--- src/rtl/v_pkg.sv ---
// Shared types for the v list engine and its ingress scheduler (v_sched).
package v_pkg;

  localparam int unsigned ID_W    = 8;
  localparam int unsigned CMD_W   = 2;
  localparam int unsigned KEY_W   = 16;
  localparam int unsigned SIZE_W  = 16;
  localparam int unsigned LEVEL_W = 4;

  typedef logic [ID_W-1:0]    id_t;
  typedef logic [CMD_W-1:0]   cmd_t;
  typedef logic [KEY_W-1:0]   key_t;
  typedef logic [SIZE_W-1:0]  size_t;
  typedef logic [LEVEL_W-1:0] level_t;

  typedef enum logic [1:0] {
    WAIT_HI = 2'd0,
    INIT    = 2'd1,
    RUN     = 2'd2
  } sched_state_t;

  localparam int unsigned SCHED_REQ_N    = 4;
  localparam int unsigned SCHED_HAZARD_N = 4;

  typedef struct packed {
    id_t   prod_id;
    cmd_t  cmd;
    key_t  key;
    size_t size;
  } upd_t;

  typedef struct packed {
    id_t    prod_id;
    level_t level;
  } lut_t;

endpackage

--- src/rtl/v_sched_if.sv ---
// Requester-side and v-side buses of the ingress scheduler.
interface v_sched_if import v_pkg::*; #(
  parameter int unsigned REQ_N = SCHED_REQ_N
);
  logic                 i_busy;
  logic [REQ_N-1:0]     i_req_upd_vld;
  id_t  [REQ_N-1:0]     i_req_upd_prod_id;
  cmd_t [REQ_N-1:0]     i_req_upd_cmd;
  key_t [REQ_N-1:0]     i_req_upd_key;
  size_t [REQ_N-1:0]    i_req_upd_size;
  logic [REQ_N-1:0]     o_req_upd_rdy;
  logic                 i_req_lut_vld;
  id_t                  i_req_lut_prod_id;
  level_t               i_req_lut_level;
  logic                 o_req_lut_rdy;
  logic                 o_upd_vld_r;
  id_t                  o_upd_prod_id_r;
  cmd_t                 o_upd_cmd_r;
  key_t                 o_upd_key_r;
  size_t                o_upd_size_r;
  logic                 o_lut_vld_r;
  id_t                  o_lut_prod_id_r;
  level_t               o_lut_level_r;
  sched_state_t         o_state_r;

  modport master (
    output i_busy, i_req_upd_vld, i_req_upd_prod_id, i_req_upd_cmd, i_req_upd_key,
           i_req_upd_size, i_req_lut_vld, i_req_lut_prod_id, i_req_lut_level,
    input  o_req_upd_rdy, o_req_lut_rdy, o_upd_vld_r, o_upd_prod_id_r, o_upd_cmd_r,
           o_upd_key_r, o_upd_size_r, o_lut_vld_r, o_lut_prod_id_r, o_lut_level_r,
           o_state_r
  );

  modport slave (
    input  i_busy, i_req_upd_vld, i_req_upd_prod_id, i_req_upd_cmd, i_req_upd_key,
           i_req_upd_size, i_req_lut_vld, i_req_lut_prod_id, i_req_lut_level,
    output o_req_upd_rdy, o_req_lut_rdy, o_upd_vld_r, o_upd_prod_id_r, o_upd_cmd_r,
           o_upd_key_r, o_upd_size_r, o_lut_vld_r, o_lut_prod_id_r, o_lut_level_r,
           o_state_r
  );
endinterface

--- src/rtl/v_sched_rr.sv ---
// Generic round-robin arbiter: search upward from the pointer, pointer moves past each grant.
module v_sched_rr #(
  parameter int unsigned REQ_N = 4
) (
  input  logic                       clk,
  input  logic                       rst,
  input  logic [REQ_N-1:0]           req,
  output logic [REQ_N-1:0]           gnt,
  output logic [$clog2(REQ_N)-1:0]   gnt_idx
);
  localparam int unsigned IDX_W = $clog2(REQ_N);

  logic [IDX_W-1:0] ptr_q;

  always_comb begin
    logic             found;
    logic [IDX_W-1:0] cand;
    gnt     = '0;
    gnt_idx = '0;
    found   = 1'b0;
    cand    = '0;
    for (int unsigned k = 0; k < REQ_N; k++) begin
      cand = IDX_W'((32'(ptr_q) + k) % REQ_N);
      if (!found && req[cand]) begin
        found      = 1'b1;
        gnt[cand]  = 1'b1;
        gnt_idx    = cand;
      end
    end
  end

  // Every grant is an accept, so the pointer always advances on a grant.
  always_ff @(posedge clk) begin
    if (rst) begin
      ptr_q <= '0;
    end else if (|gnt) begin
      ptr_q <= IDX_W'((32'(gnt_idx) + 1) % REQ_N);
    end
  end
endmodule

--- src/rtl/v_sched.sv ---
// Ingress scheduler in front of v: RR update arbitration, lookup issue, init gating.
// Optional lookup-vs-update hazard stall built when V_SCHED_HAZARD_EN is defined.
module v_sched import v_pkg::*; #(
  parameter int unsigned REQ_N    = SCHED_REQ_N,
  parameter int unsigned HAZARD_N = SCHED_HAZARD_N
) (
  input logic      clk,
  input logic      rst,
  v_sched_if.slave bus
);
  localparam int unsigned IDX_W = $clog2(REQ_N);

  sched_state_t     state_q, state_d;
  logic             run_c;
  logic [REQ_N-1:0] req_c, gnt_c;
  logic [IDX_W-1:0] gnt_idx_c;
  logic             upd_fire_c, lut_rdy_c, lut_fire_c, hazard_c;
  upd_t             sel_c, upd_q;
  lut_t             lut_q;
  logic             upd_vld_q, lut_vld_q;

  always_ff @(posedge clk) begin
    if (rst) state_q <= WAIT_HI;
    else     state_q <= state_d;
  end

  // Grants are masked during the reset cycle so a held request is never lost to it.
  always_comb begin
    state_d = state_q;
    run_c   = 1'b0;
    case (state_q)
      WAIT_HI: if (bus.i_busy) state_d = INIT;
      INIT:    if (!bus.i_busy) state_d = RUN;
      RUN: begin
        run_c = !rst;
        if (bus.i_busy) state_d = INIT;
      end
      default: state_d = WAIT_HI;
    endcase
  end

  assign req_c = bus.i_req_upd_vld & {REQ_N{run_c}};

  v_sched_rr #(.REQ_N(REQ_N)) u_rr (
    .clk     (clk),
    .rst     (rst),
    .req     (req_c),
    .gnt     (gnt_c),
    .gnt_idx (gnt_idx_c)
  );

  assign upd_fire_c = |gnt_c;
  assign sel_c = '{prod_id: bus.i_req_upd_prod_id[gnt_idx_c],
                   cmd:     bus.i_req_upd_cmd[gnt_idx_c],
                   key:     bus.i_req_upd_key[gnt_idx_c],
                   size:    bus.i_req_upd_size[gnt_idx_c]};

`ifdef V_SCHED_HAZARD_EN
  logic [HAZARD_N-1:0] sb_vld_q;
  id_t  [HAZARD_N-1:0] sb_id_q;

  // Ages issued updates through the v update pipe; emptied whenever not running.
  always_ff @(posedge clk) begin
    if (rst || state_q != RUN) begin
      sb_vld_q <= '0;
      sb_id_q  <= '0;
    end else begin
      for (int unsigned i = HAZARD_N - 1; i > 0; i--) begin
        sb_vld_q[i] <= sb_vld_q[i-1];
        sb_id_q[i]  <= sb_id_q[i-1];
      end
      sb_vld_q[0] <= upd_fire_c;
      sb_id_q[0]  <= upd_fire_c ? sel_c.prod_id : '0;
    end
  end

  always_comb begin
    hazard_c = upd_fire_c && (sel_c.prod_id == bus.i_req_lut_prod_id);
    for (int unsigned i = 0; i < HAZARD_N; i++) begin
      if (sb_vld_q[i] && sb_id_q[i] == bus.i_req_lut_prod_id) hazard_c = 1'b1;
    end
  end
`else
  logic unused_hazard_n;
  assign unused_hazard_n = ^HAZARD_N;
  assign hazard_c        = 1'b0;
`endif

  assign lut_rdy_c  = run_c && !hazard_c;
  assign lut_fire_c = bus.i_req_lut_vld && lut_rdy_c;

  always_ff @(posedge clk) begin
    if (rst) begin
      upd_vld_q <= 1'b0;
      upd_q     <= '0;
      lut_vld_q <= 1'b0;
      lut_q     <= '0;
    end else begin
      upd_vld_q <= upd_fire_c;
      upd_q     <= upd_fire_c ? sel_c : '0;
      lut_vld_q <= lut_fire_c;
      lut_q     <= lut_fire_c ? lut_t'{prod_id: bus.i_req_lut_prod_id,
                                       level:   bus.i_req_lut_level} : '0;
    end
  end

  assign bus.o_req_upd_rdy   = gnt_c;
  assign bus.o_req_lut_rdy   = lut_rdy_c;
  assign bus.o_upd_vld_r     = upd_vld_q;
  assign bus.o_upd_prod_id_r = upd_q.prod_id;
  assign bus.o_upd_cmd_r     = upd_q.cmd;
  assign bus.o_upd_key_r     = upd_q.key;
  assign bus.o_upd_size_r    = upd_q.size;
  assign bus.o_lut_vld_r     = lut_vld_q;
  assign bus.o_lut_prod_id_r = lut_q.prod_id;
  assign bus.o_lut_level_r   = lut_q.level;
  assign bus.o_state_r       = state_q;
endmodule

--- src/flat_wrapper.sv ---
// flat-port wrapper written by rule: the top's interface ports become plain ports
module v_sched_flat import v_pkg::*;
#(
  parameter int unsigned REQ_N    = SCHED_REQ_N,
  parameter int unsigned HAZARD_N = SCHED_HAZARD_N
)
  (clk, rst, bus_i_busy, bus_i_req_upd_vld, bus_i_req_upd_prod_id, bus_i_req_upd_cmd, bus_i_req_upd_key, bus_i_req_upd_size, bus_i_req_lut_vld, bus_i_req_lut_prod_id, bus_i_req_lut_level, bus_o_req_upd_rdy, bus_o_req_lut_rdy, bus_o_upd_vld_r, bus_o_upd_prod_id_r, bus_o_upd_cmd_r, bus_o_upd_key_r, bus_o_upd_size_r, bus_o_lut_vld_r, bus_o_lut_prod_id_r, bus_o_lut_level_r, bus_o_state_r);
  v_sched_if #(.REQ_N(REQ_N)) bus_i ();
  input logic clk;
  input logic rst;
  input wire logic [$bits(bus_i.i_busy)-1:0] bus_i_busy;
  input wire logic [$bits(bus_i.i_req_upd_vld)-1:0] bus_i_req_upd_vld;
  input wire logic [$bits(bus_i.i_req_upd_prod_id)-1:0] bus_i_req_upd_prod_id;
  input wire logic [$bits(bus_i.i_req_upd_cmd)-1:0] bus_i_req_upd_cmd;
  input wire logic [$bits(bus_i.i_req_upd_key)-1:0] bus_i_req_upd_key;
  input wire logic [$bits(bus_i.i_req_upd_size)-1:0] bus_i_req_upd_size;
  input wire logic [$bits(bus_i.i_req_lut_vld)-1:0] bus_i_req_lut_vld;
  input wire logic [$bits(bus_i.i_req_lut_prod_id)-1:0] bus_i_req_lut_prod_id;
  input wire logic [$bits(bus_i.i_req_lut_level)-1:0] bus_i_req_lut_level;
  output wire logic [$bits(bus_i.o_req_upd_rdy)-1:0] bus_o_req_upd_rdy;
  output wire logic [$bits(bus_i.o_req_lut_rdy)-1:0] bus_o_req_lut_rdy;
  output wire logic [$bits(bus_i.o_upd_vld_r)-1:0] bus_o_upd_vld_r;
  output wire logic [$bits(bus_i.o_upd_prod_id_r)-1:0] bus_o_upd_prod_id_r;
  output wire logic [$bits(bus_i.o_upd_cmd_r)-1:0] bus_o_upd_cmd_r;
  output wire logic [$bits(bus_i.o_upd_key_r)-1:0] bus_o_upd_key_r;
  output wire logic [$bits(bus_i.o_upd_size_r)-1:0] bus_o_upd_size_r;
  output wire logic [$bits(bus_i.o_lut_vld_r)-1:0] bus_o_lut_vld_r;
  output wire logic [$bits(bus_i.o_lut_prod_id_r)-1:0] bus_o_lut_prod_id_r;
  output wire logic [$bits(bus_i.o_lut_level_r)-1:0] bus_o_lut_level_r;
  output wire logic [$bits(bus_i.o_state_r)-1:0] bus_o_state_r;
  assign bus_i.i_busy = bus_i_busy;
  assign bus_i.i_req_upd_vld = bus_i_req_upd_vld;
  assign bus_i.i_req_upd_prod_id = bus_i_req_upd_prod_id;
  assign bus_i.i_req_upd_cmd = bus_i_req_upd_cmd;
  assign bus_i.i_req_upd_key = bus_i_req_upd_key;
  assign bus_i.i_req_upd_size = bus_i_req_upd_size;
  assign bus_i.i_req_lut_vld = bus_i_req_lut_vld;
  assign bus_i.i_req_lut_prod_id = bus_i_req_lut_prod_id;
  assign bus_i.i_req_lut_level = bus_i_req_lut_level;
  assign bus_o_req_upd_rdy = bus_i.o_req_upd_rdy;
  assign bus_o_req_lut_rdy = bus_i.o_req_lut_rdy;
  assign bus_o_upd_vld_r = bus_i.o_upd_vld_r;
  assign bus_o_upd_prod_id_r = bus_i.o_upd_prod_id_r;
  assign bus_o_upd_cmd_r = bus_i.o_upd_cmd_r;
  assign bus_o_upd_key_r = bus_i.o_upd_key_r;
  assign bus_o_upd_size_r = bus_i.o_upd_size_r;
  assign bus_o_lut_vld_r = bus_i.o_lut_vld_r;
  assign bus_o_lut_prod_id_r = bus_i.o_lut_prod_id_r;
  assign bus_o_lut_level_r = bus_i.o_lut_level_r;
  assign bus_o_state_r = bus_i.o_state_r;
  v_sched #(.REQ_N(REQ_N), .HAZARD_N(HAZARD_N)) u_core (.clk(clk), .rst(rst), .bus(bus_i));
endmodule
--- config.mk ---
export PLATFORM = sky130hd
export DESIGN_NAME = v_sched_flat
export DESIGN_NICKNAME = d
export VERILOG_FILES = /design/src/rtl/v_pkg.sv /design/src/rtl/v_sched_if.sv /design/src/rtl/v_sched_rr.sv /design/src/rtl/v_sched.sv /design/src/flat_wrapper.sv
export SDC_FILE = /design/constraint.sdc
export NUM_CORES = 1
export LEC_CHECK = 0
export CAP_MARGIN = 20
export CORE_ASPECT_RATIO = 1.75
export CORE_MARGIN = 4
export CORE_UTILIZATION = 36
export CTS_CLUSTER_SIZE = 40
export DETAILED_ROUTE_END_ITERATION = 10
export PLACE_DENSITY_LB_ADDON = 0.05
export SYNTH_ARGS = -nofsm -noshare
export SYNTH_HDL_FRONTEND = slang
export SYNTH_HIERARCHICAL = 1
export SYNTH_SLANG_ARGS = --single-unit
--- constraint.sdc ---
create_clock -name clk -period 5.25 [get_ports clk]
set_clock_uncertainty 0.1 [all_clocks]
set_input_delay 1.575 -clock clk [delete_from_list [all_inputs] [get_ports clk]]
set_output_delay 1.575 -clock clk [all_outputs]
set_load 0.01 [all_outputs]
==> results of run 1 <==
[logic make-up (layout without fill, tap and decap cells)]
| logic type | Yosys count | count (layout) | share of synthesized area [%] |
|---|---|---|---|
| muxes | 52 | 52 | 30.07 |
| and+or+nand+nor | 96 | 96 | 19.88 |
| other | 0 | 1 | 0 |
| adders and majority gates | 6 | 6 | 2.100 |
| xor gates and xnor gates | 2 | 2 | 0.4901 |
| buffers and inverters | 32 | 301 | 7.070 |
| AOI/OAI and AO/OA | 33 | 33 | 6.791 |
| DFF | 60 | 60 | 33.60 |
[stage by stage]
| step | std cells | utilization (%) | cell area, µm² | TNS, ns | power (mW) |
|---|---|---|---|---|---|
| floorplan | 281 | - | 3575 | 0 | 0.5842 |
| finish | 673 | 69.29 | 6641 | 0 | 1.369 |
| global route | 673 | 69.29 | 6641 | -0.02121 | 1.424 |
| global placement | 650 | 65.14 | 6243 | -2.433 | 0.7556 |
| detailed placement | 650 | 65.14 | 6243 | -2.652 | 0.7600 |
| CTS | 670 | 68.89 | 6604 | 0 | 1.386 |
[state kept, by name, summed over array words and instances (netlist names)]
register	flops
u_core/bus.o_upd_key_r	16
u_core/bus.o_upd_cmd_r	2
u_core/bus.o_lut_prod_id_r	8
u_core/bus.o_state_r	2
u_core/bus.o_lut_level_r	4
u_core/bus.o_upd_size_r	16
u_core/bus.o_lut_vld_r	1
u_core/u_rr/ptr_q	2
u_core/bus.o_upd_prod_id_r	8
u_core/bus.o_upd_vld_r	1
[power groups by stage]
| stage | registers [mW] | clock network [mW] | logic [mW] |
|---|---|---|---|
| after detailed placement | 0.478 | 0 | 0.282 |
| after global placement | 0.477 | 0 | 0.278 |
| after global routing | 0.469 | 0.654 | 0.301 |
| final | 0.468 | 0.617 | 0.284 |
| after CTS | 0.468 | 0.633 | 0.285 |
| after floorplan | 0.482 | 0 | 0.103 |
[worst paths after layout]
kind | from | slack, ns | end | cells past startpoint
max | bus_i_req_upd_vld[2] | 0.05 | bus_o_req_upd_rdy[3] | 8
min | u_core/bus.o_state_r[1]$_SDFFE_PP0P_ | 0.47 | u_core/bus.o_state_r[0]$_SDFFE_PP0P_ | 1
max reg2reg | u_core/bus.o_state_r[0]$_SDFFE_PP0P_ | 1.82 | u_core/bus.o_upd_size_r[7]$_SDFF_PP0_ | 10
min reg2reg | u_core/bus.o_state_r[1]$_SDFFE_PP0P_ | 0.47 | u_core/bus.o_state_r[0]$_SDFFE_PP0P_ | 1
[routing by layer]
metal	share of wire [%]	wire length [µm]	GRT usage, %	up-vias
li1	-	-	-	1610
met1	33	4387	22.35	1638
met2	55	7398	42.13	176
met3	8.3	1106	7.865	32
met4	3.8	510	11.28	0
met5	0	0	0	-
[critical path, stage by stage]
cell	delay, ns
clkdlybuf4s50_1	0.40
and2_4	0.17
mux4_2	0.52
nand2_1	0.10
o21ai_1	0.06
a32o_1	0.26
a221o_1	0.28
buf_2	0.15
[Yosys cell counts (all sizes together) (2+ instances only)]
cell / number
or3: 2
mux4: 44
dfxtp: 60
nand2: 5
a22oi: 8
a2bb2oi: 2
a21oi: 2
inv: 3
o32a: 2
nor3: 3
o21ai: 10
clkbuf: 15
nor2b: 7
nand2b: 3
ha: 6
buf: 14
mux2i: 5
mux2: 3
and2: 17
and3b: 44
nor2: 8
[final cells by class]
class                   instances  share of cell area, %
diodes                          1                0.03768
clock buffers                  10                  3.448
clock inverters                 6                  1.338
inverters                       3                 0.1696
multi-input cells             189                  32.76
flip-flops and latches         60                  18.09
well taps                     122                  2.298
repair buffers                282                  41.86
[what timing repair did]
| action | CTS | global route |
|---|---|---|
| pin swaps | 3 | 6 |
| buffers inserted | 4 | 2 |
| gates resized for setup | 16 | 12 |
| setup endpoints to repair | 4 | 4 |
==> results.yml, run 1 <==
synthesis:
  synthesis.nets: 475
  seq_area_frac_synth_pct: 33.60
  synth_area_leaders: "dfxtp_1, mux4_2, and3b_1"
  avgSynthCellArea_um2: 12.72
  synth_top_area_share_pct: 33.60
  yosys_register_bits: 60
  yosysUniqueCellTypes: 44
  syn-cell-area_um2: 3575
  synth_warnings: 6
  synth_edf_count: 0
  syn_inst: 281
  synth_area_leader_cell: "dfxtp_1"
  synthFlopType: "dfxtp_1"
  async_flop_share_pct: 0
die:
  coreArea_um2: 9585
  die_height_um: 139.8
  dieArea_um2: 11650
  ios: 251
  dieWidth_um: 83.33
  row_count: 47
  initial_core_util_pct: 37.29
worst_setup_path:
  start_kind: "primary input"
  worstSetupPathType: "primary input to primary output"
  critPathRequiredTime_ns: 3.58
  cp.arrival_ns: 3.52
  cp_max_fo: 3
  cp-end-kind: "primary output"
layout:
  most-common-layout-cells: "clkdlybuf4s50_1, dfxtp_1, mux4_2, and3b_1, buf_4"
  multi_input_area_um2: 2176
  seqCellArea_um2: 1201
  drive_above_1_share_pct: 20.55
  syn2layout_area_growth_pct: 85.79
  nFillCells: 727
  final_common_cell: "clkdlybuf4s50_1"
  final_nets: 739
timing:
  setup_violations: 0
  timing.final.crit_share_pct: 98.98
  rsz0062_at_grt: "true"
  timing.final.ws_setup_ns: 0.05362
  holdWs_ns: 0.4662
  slew_headroom_pct: 59.73
  slew_violations: 0
  hold_viol: 0
  fmax_mhz: 192.4
  worst_slew_pin_slew_ns: 0.6040
  fin_crit_ns: 5.196
pwr:
  switching_share_pct: 20.93
  seqPwrFrac_pct: 34.2
  p_per_area_nw_per_um2: 206.1
  power.leakage_nw: 2.596
  clkPwrFrac_pct: 45.0
  cellInternalPower_mw: 1.082
  combPwrFrac_pct: 20.7
  ir_drop_mv: 0.1559
  switching_power_mw: 0.2865
route:
  wirelength_um: 13400
  vias: 3456
  wl_per_cell_um: 19.91
  drc: 0
  drt-initial-drc-count: 118
  ant_nets: 0
  drt_first_pass_iters: 4
  vias_per_cell: 5.135
place:
  port_buffers: 250
  dpl.hpwl_um: 10830
  gp_congestion: 0.8821
  dp_slack_ns: -0.7093
clock_network:
  cts-root-buf: "clkbuf_16"
  ctsHoldBuffers: 0
  clk_pin_slew_ns: 0.05
  numCtsBuffers: 9
  cts_tree: "built"
  cts_buffer_depth: 2
  clock-sinks: 60
  htreeDepth: 3
  clock_latency_ns: 0.32
outcome:
  outcome: "completed"
grt:
  grt_max_degree: 49
  track_usage_pct: 22.87
  grt_pass1_vias: 3695
  grt_remaining_overflow: 0
  antenna_found_initial: 1
  grt_pass1_wl_um: 20490
flow_run:
  drv_cap: 0
hold_path:
  hold_class: "register to register"
(Power assumes the default switching activity.)
==> inputs of run 2 (changes only) <==
REMOVE_ABC_BUFFERS = 1   (was default)
==> results.yml, run 2 (same netlist as run 1, synthesis figures left out) <==
timing:
  worst_slew_pin_slew_ns: 0.5281
  timing.final.ws_setup_ns: 0.09417
  rsz0062_at_grt: "false"
  setup-tns-final_ns: 0
  slew_violations: 0
  slew_headroom_pct: 64.79
  timing.final.crit_share_pct: 98.21
  setup_violations: 0
  hold_viol: 0
  fin_crit_ns: 5.156
  fmax_mhz: 194.0
place:
  gp_congestion: 0.9204
  dp_slack_ns: -0.6739
  dpl.hpwl_um: 10740
  port_buffers: 250
worst_setup_path:
  rr_worst_depth: 10
  cpMaxStageDelayCell: "mux4_2"
  critPathRequiredTime_ns: 3.58
  worstSetupPathType: "primary input to primary output"
  critPathMaxStageDelay_ns: 0.51
  cp.arrival_ns: 3.48
  cp-end-kind: "primary output"
  worst-path-buf-inv: 2
  r2r_start: "u_core/u_rr/ptr_q[0]$_SDFFE_PP0P_"
  cp_max_fo: 6
  worst_r2r_endpoint: "u_core/bus.o_upd_prod_id_r[1]$_SDFF_PP0_"
  crit_start: "bus_i_req_upd_vld[3]"
  cp.depth: 8
  path_cells: "clkdlybuf4s50_1 > and2_4 > mux4_2 > nand2_2 > o21ai_1 > a32o_2 > a221o_1 > buf_2"
  start_kind: "primary input"
  cp_top_family: "compound AO/OA/AOI/OAI gates"
  rrSetupSlack_ns: 1.83
  crit_end: "bus_o_req_upd_rdy[3]"
layout:
  drive_above_1_share_pct: 19.71
  most-common-layout-cells: "clkdlybuf4s50_1, dfxtp_1, mux4_2, and3b_1, buf_4"
  final_common_cell: "clkdlybuf4s50_1"
  num_antenna_cells: 0
  syn2layout_area_growth_pct: 81.97
  nFillCells: 733
  fin_util_pct: 67.86
  final_nets: 732
  seqCellArea_um2: 1201
  multi_input_area_um2: 2163
pwr:
  clkPwrFrac_pct: 42.0
  switching_power_mw: 0.2698
  p_per_area_nw_per_um2: 198.6
  seqPwrFrac_pct: 36.3
  ir_drop_mv: 0.1945
  switching_share_pct: 20.88
  cellInternalPower_mw: 1.022
  power.leakage_nw: 2.545
  combPwrFrac_pct: 21.7
route:
  wl_per_cell_um: 20.25
  drt-initial-drc-count: 119
  drc: 0
  vias: 3375
  ant_nets: 0
  wirelength_um: 13470
  drt_first_pass_iters: 5
  vias_per_cell: 5.075
die:
  die_height_um: 139.8
  ios: 251
  coreArea_um2: 9585
  initial_core_util_pct: 37.29
  dieArea_um2: 11650
  row_count: 47
  dieWidth_um: 83.33
grt:
  grt_pass1_vias: 3678
  grt_remaining_overflow: 0
  track_usage_pct: 22.94
  grt_max_degree: 49
  grt_pass1_wl_um: 20710
  antenna_found_initial: 0
hold_path:
  hold_class: "register to register"
clock_network:
  ctsHoldBuffers: 0
  clock_latency_ns: 0.31
  cts-root-buf: "clkbuf_16"
  cts_buffer_depth: 2
  clock-sinks: 60
  clk_pin_slew_ns: 0.05
  cts_tree: "built"
  htreeDepth: 3
  numCtsBuffers: 9
flow_run:
  drv_cap: 0
outcome:
  outcome: "completed"
run 2: cell types whose count changed in the layout (fill, tap and decap cells not counted), moves of 2 or more:
cell,delta
buf_4,-5
clkbuf_8,+3
buf_12,-2
bufinv_16,-2
clkbuf_1,+2
clkinvlp_4,-2
run 2: power by group through the flow:
stage | clock [mW] | combinational [mW] | sequential (mW)
final | 0.543 | 0.280 | 0.468
after CTS | 0.554 | 0.282 | 0.468
after global placement | 0 | 0.275 | 0.477
after floorplan | 0 | 0.0854 | 0.484
after global routing | 0.575 | 0.298 | 0.469
after detailed placement | 0 | 0.280 | 0.477
run 2: worst min-delay path by stage:
stage                                           endpoint                            startpoint  cells after the start  slack [ns]
floorplan           u_core/bus.o_state_r[0]$_SDFFE_PP0P_  u_core/bus.o_state_r[1]$_SDFFE_PP0P_                      1        0.44
global placement    u_core/bus.o_state_r[0]$_SDFFE_PP0P_  u_core/bus.o_state_r[1]$_SDFFE_PP0P_                      1        0.43
detailed placement  u_core/bus.o_state_r[0]$_SDFFE_PP0P_  u_core/bus.o_state_r[1]$_SDFFE_PP0P_                      1        0.42
CTS                 u_core/bus.o_state_r[0]$_SDFFE_PP0P_  u_core/bus.o_state_r[1]$_SDFFE_PP0P_                      1        0.43
global route        u_core/bus.o_state_r[0]$_SDFFE_PP0P_  u_core/bus.o_state_r[1]$_SDFFE_PP0P_                      1        0.45
finish              u_core/bus.o_state_r[0]$_SDFFE_PP0P_  u_core/bus.o_state_r[1]$_SDFFE_PP0P_                      1        0.42
run 2: area by class of cell:
cell class,instances,share of cell area (%)
timing repair buffer,275,41.41
clock buffer,15,4.270
multi-input combinational,189,33.26
inverter,3,0.1731
sequential,60,18.47
tap,122,2.347
clock inverter,1,0.07694
run 2: routing by layer:
layer	track usage, %	routed length [µm]
met5	0	0
met4	6.288	195
met3	5.559	805
met2	44.67	7679
met1	23.92	4788
run 2: timing repair:
| action | in CTS | in global routing |
|---|---|---|
| pin swaps | 3 | 1 |
| gates cloned | 0 | 0 |
| endpoints found under the setup margin | 4 | 4 |
| setup buffers | 1 | 1 |
| gates resized for setup | 21 | 9 |
run 2: worst reg2reg max path, cell delays in order, from the launching register on:
cell	delay [ns]
dfxtp_1	0.32
inv_1	0.12
ha_1	0.54
mux4_2	0.41
nand2_2	0.09
o21ai_1	0.06
a32o_2	0.28
a221o_1	0.28
buf_4	0.13
or4_4	0.69
and3b_1	0.29
run 2: metrics by stage:
stage	hold slack, ns	std cells	cell area, µm²	power [mW]
global placement	0.4333	647	6196	0.7525
floorplan	0.4434	252	3333	0.5691
global route	0.4457	665	6505	1.342
detailed placement	0.4183	647	6196	0.7571
finish	0.4215	665	6505	1.292
CTS	0.4299	664	6492	1.304
==> inputs of run 3 (changes only) <==
--- a/constraint.sdc
+++ b/constraint.sdc
@@ -4,2 +4,2 @@
 set_output_delay 1.575 -clock clk [all_outputs]
-set_load 0.01 [all_outputs]
+set_load 0.1 [all_outputs]
==> results.yml, run 3 (same netlist as run 1, synthesis figures left out) <==
die:
  dieWidth_um: 83.33
  row_count: 47
  initial_core_util_pct: 37.29
  die_height_um: 139.8
  dieArea_um2: 11650
  coreArea_um2: 9585
  ios: 251
pwr:
  seqPwrFrac_pct: 34.7
  cellInternalPower_mw: 1.012
  power.leakage_nw: 2.745
  p_per_area_nw_per_um2: 197.6
  switching_share_pct: 24.92
  clkPwrFrac_pct: 39.2
  combPwrFrac_pct: 26.1
  switching_power_mw: 0.3359
  ir_drop_mv: 0.1586
clock_network:
  clk_pin_slew_ns: 0.05
  htreeDepth: 3
  clock-sinks: 60
  clock_latency_ns: 0.32
  cts_buffer_depth: 2
  ctsHoldBuffers: 0
  cts_tree: "built"
  cts-root-buf: "clkbuf_16"
  numCtsBuffers: 9
flow_run:
  drv_cap: 0
worst_setup_path:
  cpMaxStageDelayCell: "nor4b_1"
  critPathMaxStageDelay_ns: 0.29
  cp_top_family: "simple AND/OR/NAND/NOR gates"
  cp_common_cell: "a22oi_1"
  rrSetupSlack_ns: 0.80
  cp_max_fo: 7
  critPathRequiredTime_ns: 3.58
  cp.arrival_ns: 3.50
  r2r_start: "u_core/u_rr/ptr_q[1]$_SDFFE_PP0P_"
  start_kind: "primary input"
  worst-path-buf-inv: 3
  worstSetupPathType: "primary input to primary output"
  cp-end-kind: "primary output"
  path_cells: "buf_2 > nor3b_4 > and2_4 > buf_6 > nor4b_1 > a22oi_1 > o21ai_2 > a22oi_1 > o21ai_1 > buf_12"
  rr_worst_depth: 24
  worst_r2r_endpoint: "u_core/u_rr/ptr_q[0]$_SDFFE_PP0P_"
layout:
  final_nets: 760
  syn2layout_area_growth_pct: 90.83
  drive_above_1_share_pct: 24.04
  most-common-layout-cells: "clkdlybuf4s50_1, dfxtp_1, buf_4"
  num_antenna_cells: 0
  final_area_um2: 6822
  final_common_cell: "clkdlybuf4s50_1"
  layout.cells.non_filler: 692
timing:
  fmax_mhz: 193.2
  timing.final.crit_share_pct: 98.58
  setup_violations: 0
  slew_violations: 0
  fin_crit_ns: 5.176
  worst_slew_pin_slew_ns: 1.058
  setup-tns-final_ns: 0
  slew_headroom_pct: 29.24
  hold_viol: 0
hold_path:
  whs_path_depth: 1
  hold_end: "u_core/bus.o_state_r[0]$_SDFFE_PP0P_"
  hold_class: "register to register"
  hold_path_startpoint: "u_core/bus.o_state_r[1]$_SDFFE_PP0P_"
grt:
  grt_max_degree: 49
  antenna_found_initial: 0
  grt_remaining_overflow: 0
  grt_pass1_wl_um: 21950
  grt_pass1_vias: 3800
  track_usage_pct: 24.45
place:
  gp_congestion: 0.9013
  port_buffers: 250
  dpl.hpwl_um: 11040
  dp.cells: 653
  place_area_um2: 6304
route:
  wirelength_um: 14450
  drt_first_pass_iters: 6
  ant_nets: 0
  vias_per_cell: 5.130
  vias: 3550
  drt-initial-drc-count: 136
  wl_per_cell_um: 20.88
  drc: 0
outcome:
  outcome: "completed"
## run 3: worst register-to-register path: cells and delay by family, from the launching register on
kind	cells	cell delay, ns
AOI/OAI and AO/OA	2	0.35
adders and majority gates	1	0.58
buffers and inverters	17	2.25
DFF	1	0.30
muxes	2	0.46
and+or+nand+nor	2	0.28
## run 3: timing repair
item	in CTS	in global routing
cloned	0	0
resized for setup	17	11
buffers inserted	17	7
setup endpoints to repair	4	6
pin swaps	5	5
## run 3: worst max-delay path by stage
| stage | from | to | cells past startpoint |
|---|---|---|---|
| after CTS | bus_i_req_upd_vld[1] | bus_o_req_upd_rdy[3] | 8 |
| after global placement | rst | bus_o_req_upd_rdy[2] | 10 |
| after global routing | rst | bus_o_req_upd_rdy[0] | 11 |
| after floorplan | rst | u_core/bus.o_upd_cmd_r[0]$_SDFF_PP0_ | 7 |
| after detailed placement | rst | bus_o_req_upd_rdy[1] | 10 |
| final | rst | bus_o_req_upd_rdy[1] | 10 |
## run 3: area by class of cell
cell class | count | area [µm²]
Clock buffer | 13 | 260.3
Tap cell | 122 | 152.6
Clock inverter | 2 | 10.01
Inverter | 3 | 11.26
Fill cell | 703 | 2764
Multi-Input combinational cell | 189 | 2182
Timing Repair Buffer | 303 | 3004
Sequential cell | 60 | 1201
## run 3: power by group through the flow
stage	Sequential, mW	Clock (mW)	Combinational (mW)
after floorplan	0.538	0	0.0899
after global placement	0.477	0	0.341
after detailed placement	0.477	0	0.345
after CTS	0.468	0.540	0.350
after global routing	0.469	0.562	0.370
final	0.468	0.528	0.352
## run 3: layer usage
metal,up-vias,share of wire [%],track usage (%)
met5,-,0,0
met4,0,2.2,8.096
met3,19,6.3,6.150
met2,145,57,47.29
met1,1738,34,25.04
li1,1648,-,-
## run 3: stage by stage
step	hold WS, ns	util, %	total power, mW	worst slack, ns
2_1_floorplan	0.5474	-	0.6280	-3.939
3_3_place_gp	0.4377	65.76	0.8180	-0.4253
3_5_place_dp	0.4445	65.76	0.8226	-0.5609
4_1_cts	0.4830	70.19	1.359	0.01268
5_1_grt	0.5199	71.17	1.400	-0.01255
6_report	0.4780	71.17	1.348	0.07433
==> RTL change 1, RTL diff (flow settings as in run 2) <==
Set the package constant `SIZE_W` to 32 (it was 16).
--- a/src/rtl/v_pkg.sv
+++ b/src/rtl/v_pkg.sv
@@ -4,7 +4,7 @@
   localparam int unsigned ID_W    = 8;
   localparam int unsigned CMD_W   = 2;
   localparam int unsigned KEY_W   = 16;
-  localparam int unsigned SIZE_W  = 16;
+  localparam int unsigned SIZE_W  = 32;
   localparam int unsigned LEVEL_W = 4;
 
   typedef logic [ID_W-1:0]    id_t;
Interface: changed (resized bus_i_req_upd_size and bus_o_upd_size_r); port bits go from 251 to 331. No check against the original RTL was run, so the function may have changed too.
==> RTL change 1 against run 2 <==
- total power up 23%
- design area increased by 26%
- routed wire length rose by 31%
- hold slack better by 0.074 ns
- sequential cell count grew 16
- area after synthesis increased by 22%
- register-to-register slack worse by 0.05 ns
- combinational power grew 30%
- setup slack got worse by 0.034 ns
- largest cell class unchanged
- largest power group unchanged
==> RTL change 1: results <==
metrics = {
    "synth": {
        "async_flop_share_pct": 0,
        "synthTopCellsByArea": "dfxtp_1, mux4_2, and3b_1, and2_1, ha_1",
        "synth.avg_cell_area_um2": 13.04,
        "ys_types": 45,
        "ys_top_cells_by_count": "dfxtp_1, and3b_1, mux4_2",
        "synth-seq-area-share_pct": 34.83,
        "synth_warnings": 6,
    },
    "run_status": {
        "status": "completed",
    },
    "route": {
        "drt_iter0_drc": 76,
        "drt-pass1-iter-count": 4,
        "viasPerCell": 5.220,
        "num_vias": 4223,
        "wl_um": 17600,
    },
    "setup_path": {
        "critPathSlowestCell": "mux4_2",
        "arrival_ns": 3.52,
        "cpPeakStageDelay_ns": 0.53,
        "r2r_setup_slack_ns": 1.78,
        "worst-path-max-fanout": 4,
        "critical-path-top-delay-family": "compound AO/OA/AOI/OAI gates",
    },
    "placement": {
        "gp_congestion": 0.8304,
        "port_buffers": 330,
        "dpl.hpwl_um": 14120,
        "dpl-instance-area_um2": 7851,
        "dp_cells": 791,
    },
    "clocking": {
        "cts_inserted_buffers": 9,
        "cts_hold_buf": 0,
        "clk_path_buf_depth": 2,
        "insertion_delay_ns": 0.33,
        "clk_pin_slew_ns": 0.06,
        "htreeDepth": 3,
        "clockRootBuffer": "clkbuf_16",
    },
    "global_routing": {
        "grt_pass1_vias": 4538,
        "antenna_found_initial": 1,
        "gr-usage-all-layers_pct": 24.26,
        "grt_pass1_wl_um": 25780,
        "grt_max_degree": 65,
    },
    "hold_path": {
        "worstHoldPathType": "flip-flop to flip-flop",
    },
    "cells_and_area": {
        "final_nets": 924,
        "layout-drive-gt1-share_pct": 18.63,
        "largest_register_ffs": 32,
    },
    "timing": {
        "hold_ws_ns": 0.4959,
        "relSlewSlack_pct": 60.59,
    },
    "power_and_ir_drop": {
        "peakVddDrop_mv": 0.1531,
        "p_leak_nw": 3.215,
    },
}
[RTL change 1: power breakdown]
part	internal, mW	switching, mW
registers	0.588	0.00443
logic	0.261	0.102
clock network	0.395	0.236
[RTL change 1: per-stage QoR]
step | setup slack [ns] | util (%)
after detailed placement | -0.2881 | 65.78
final | 0.05989 | 68.69
after global routing | -0.01022 | 68.69
after CTS | 0.006313 | 68.35
after global placement | -0.2982 | 65.78
after floorplan | -3.146 | -
[RTL change 1: worst reg2reg max path: stages (launching register included)]
cell and delay (ns):
dfxtp_1 0.46, nor3b_1 0.09, buf_4 0.15, and2_1 0.16
buf_4 0.17, mux2_4 0.29, mux2_2 0.33, buf_4 0.17
o31ai_4 0.32, buf_12 0.30, mux4_2 0.63, and3b_1 0.20
[RTL change 1: layout make-up]
type                    instances  area (um^2)
well taps                     137        171.4
flip-flops and latches         76         1521
clock inverters                 5        57.56
repair buffers                355         3513
clock buffers                  11        252.7
diodes                          1        2.502
inverters                       3        11.26
multi-input cells             221         2669
fillers                       934         3737
[RTL change 1: repair_timing]
item	4_1_cts	5_1_grt
cloned	0	0
gates resized for setup	10	14
pin swaps	3	5
setup endpoints to repair	4	4
buffers inserted	0	1
[RTL change 1: final timing paths]
check,start,depth (start not counted),to
worst max register to register,u_core/bus.o_state_r[0],11,u_core/bus.o_upd_size_r[3]
worst min register to register,u_core/bus.o_state_r[1],1,u_core/bus.o_state_r[0]
worst max-delay path,bus_i_req_upd_vld[3],8,bus_o_req_upd_rdy[3]
worst min-delay path,u_core/bus.o_state_r[1],1,u_core/bus.o_state_r[0]
[RTL change 1: kinds of logic after synthesis]
logic type / count (synthesis) / share of synthesized area, %
AND/OR/NAND/NOR: 112 / 19.48
flip-flops: 76 / 34.83
multiplexers: 68 / 32.86
buffers and inverters: 38 / 5.156
AO/OA/AOI/OAI: 33 / 5.557
adder cells (fa/ha/maj): 6 / 1.719
XOR/XNOR: 2 / 0.4011
[RTL change 1: per-layer routing]
metal | up-vias | share of wire (%) | track usage, %
li1 | 1966 | - | -
met1 | 2034 | 34 | 24.61
met2 | 194 | 55 | 45.54
met3 | 29 | 8.1 | 8.027
met4 | 0 | 2.7 | 8.561
met5 | - | 0 | 0
==> RTL change 2, RTL diff (settings of run 2) <==
Without the edit above. Put a register stage on the output `bus.o_lut_level_r`. The value now appears one clock later.
--- a/src/rtl/v_sched.sv
+++ b/src/rtl/v_sched.sv
@@ -113,7 +113,9 @@
   assign bus.o_upd_size_r    = upd_q.size;
   assign bus.o_lut_vld_r     = lut_vld_q;
   assign bus.o_lut_prod_id_r = lut_q.prod_id;
-  assign bus.o_lut_level_r   = lut_q.level;
+  always_ff @(posedge clk) begin
+    bus.o_lut_level_r <= lut_q.level;
+  end
   assign bus.o_state_r       = state_q;
 endmodule
 
Formal check against the unedited RTL: not equivalent (a bounded check fails within 4 cycles, from zero or initial values and one cycle with rst high).
==> RTL change 2 against run 2 <==
- total power rose by 6.4%
- setup slack worse by 0.018 ns
- area after synthesis rose by 3.9%
- sequential power increased by 6.4%
- routed wire length decreased by 1.8%
- hold slack got worse by 0.20 ns
- count of clock-buffer cells in the layout is 4 lower
- clock power rose by 9.8%
- via count grew 0.50%
- sequential cell count grew 4
- design area is 2.0% higher
==> RTL change 2: results <==
metrics = {
    "global_routing": {
        "gr-usage-all-layers_pct": 21.53,
        "grt_pass1_vias": 3607,
        "use_met3_pct": 5.794,
        "grt_pass1_wl_um": 19810,
        "use_met2_pct": 41.22,
        "use_met1_pct": 22.52,
    },
    "synth": {
        "synth-seq-area-share_pct": 34.49,
        "synth.avg_cell_area_um2": 12.68,
        "synthTopCellsByArea": "dfxtp_1, mux4_2, and3b_1, and2_1, buf_12",
        "ys_top_cells_by_count": "dfxtp_1, and3b_1, mux4_2",
        "async_flop_share_pct": 0,
        "ys_types": 45,
        "synth_warnings": 6,
    },
    "route": {
        "wl_met1_um": 4511,
        "wl_um": 13230,
        "wl_met3_um": 936,
        "wl_met2_um": 7580,
        "drt_iter0_drc": 89,
        "drt-pass1-iter-count": 4,
        "viasPerCell": 5.033,
        "drt-wirelength-per-cell_um": 19.63,
    },
    "placement": {
        "place_ws_ns": -0.7147,
        "dpl.hpwl_um": 10720,
        "gp_congestion": 0.8777,
        "dpl-instance-area_um2": 6300,
        "dp_cells": 655,
    },
    "cells_and_area": {
        "antenna_cells": 0,
        "nFillCells": 821,
        "layout-drive-gt1-share_pct": 20.04,
        "final_nets": 738,
    },
    "setup_path": {
        "arrival_ns": 3.50,
        "critical-path-top-delay-family": "buffers and inverters",
    },
    "timing": {
        "relSlewSlack_pct": 73.33,
    },
    "run_status": {
        "status": "completed",
    },
    "power_and_ir_drop": {
        "p_leak_nw": 2.606,
        "internal-power_mw": 1.087,
        "peakVddDrop_mv": 0.1608,
    },
}
-- RTL change 2: power groups by stage --
stage | sequential [mW] | clock, mW | combinational, mW
floorplan | 0.515 | 0 | 0.0854
global placement | 0.508 | 0 | 0.276
detailed placement | 0.509 | 0 | 0.280
CTS | 0.498 | 0.608 | 0.281
global route | 0.499 | 0.634 | 0.297
finish | 0.498 | 0.596 | 0.280
-- RTL change 2: area by class of cell --
cell class	instances	area, um^2	share of cell area (%)
clock buffer	11	252.7	3.808
multi-input combinational	189	2156	32.48
inverter	3	11.26	0.1697
timing repair buffer	277	2724	41.04
sequential	64	1281	19.31
tap	125	156.4	2.357
clock inverter	5	55.05	0.8296
-- RTL change 2: what timing repair did --
| action | 4_1_cts | 5_1_grt |
|---|---|---|
| gates resized for setup | 22 | 10 |
| pin swaps | 3 | 5 |
| endpoints found under the setup margin | 4 | 4 |
| buffers inserted | 2 | 1 |
-- RTL change 2: final timing paths --
path                                                    end               startpoint  cells after the start  slack [ns]
worst max-delay path                   bus_o_req_upd_rdy[0]     bus_i_req_upd_vld[2]                      8        0.08
worst min register to register  u_core/bus.o_lut_level_r[2]          u_core/lut_q[2]                      0        0.23
worst min-delay path            u_core/bus.o_lut_level_r[2]          u_core/lut_q[2]                      0        0.23
worst max register to register   u_core/bus.o_upd_key_r[13]  u_core/bus.o_state_r[1]                     11        1.87
-- RTL change 2: cell families after synthesis --
kind of cell    count (synthesis)  synth area share [%]
buf+inv                        40                 8.420
simple gates                   96                 19.13
flops                          64                 34.49
mux                            52                 28.93
compound gates                 33                 6.534
xor+xnor                        2                0.4716
fa+ha+maj                       6                 2.021
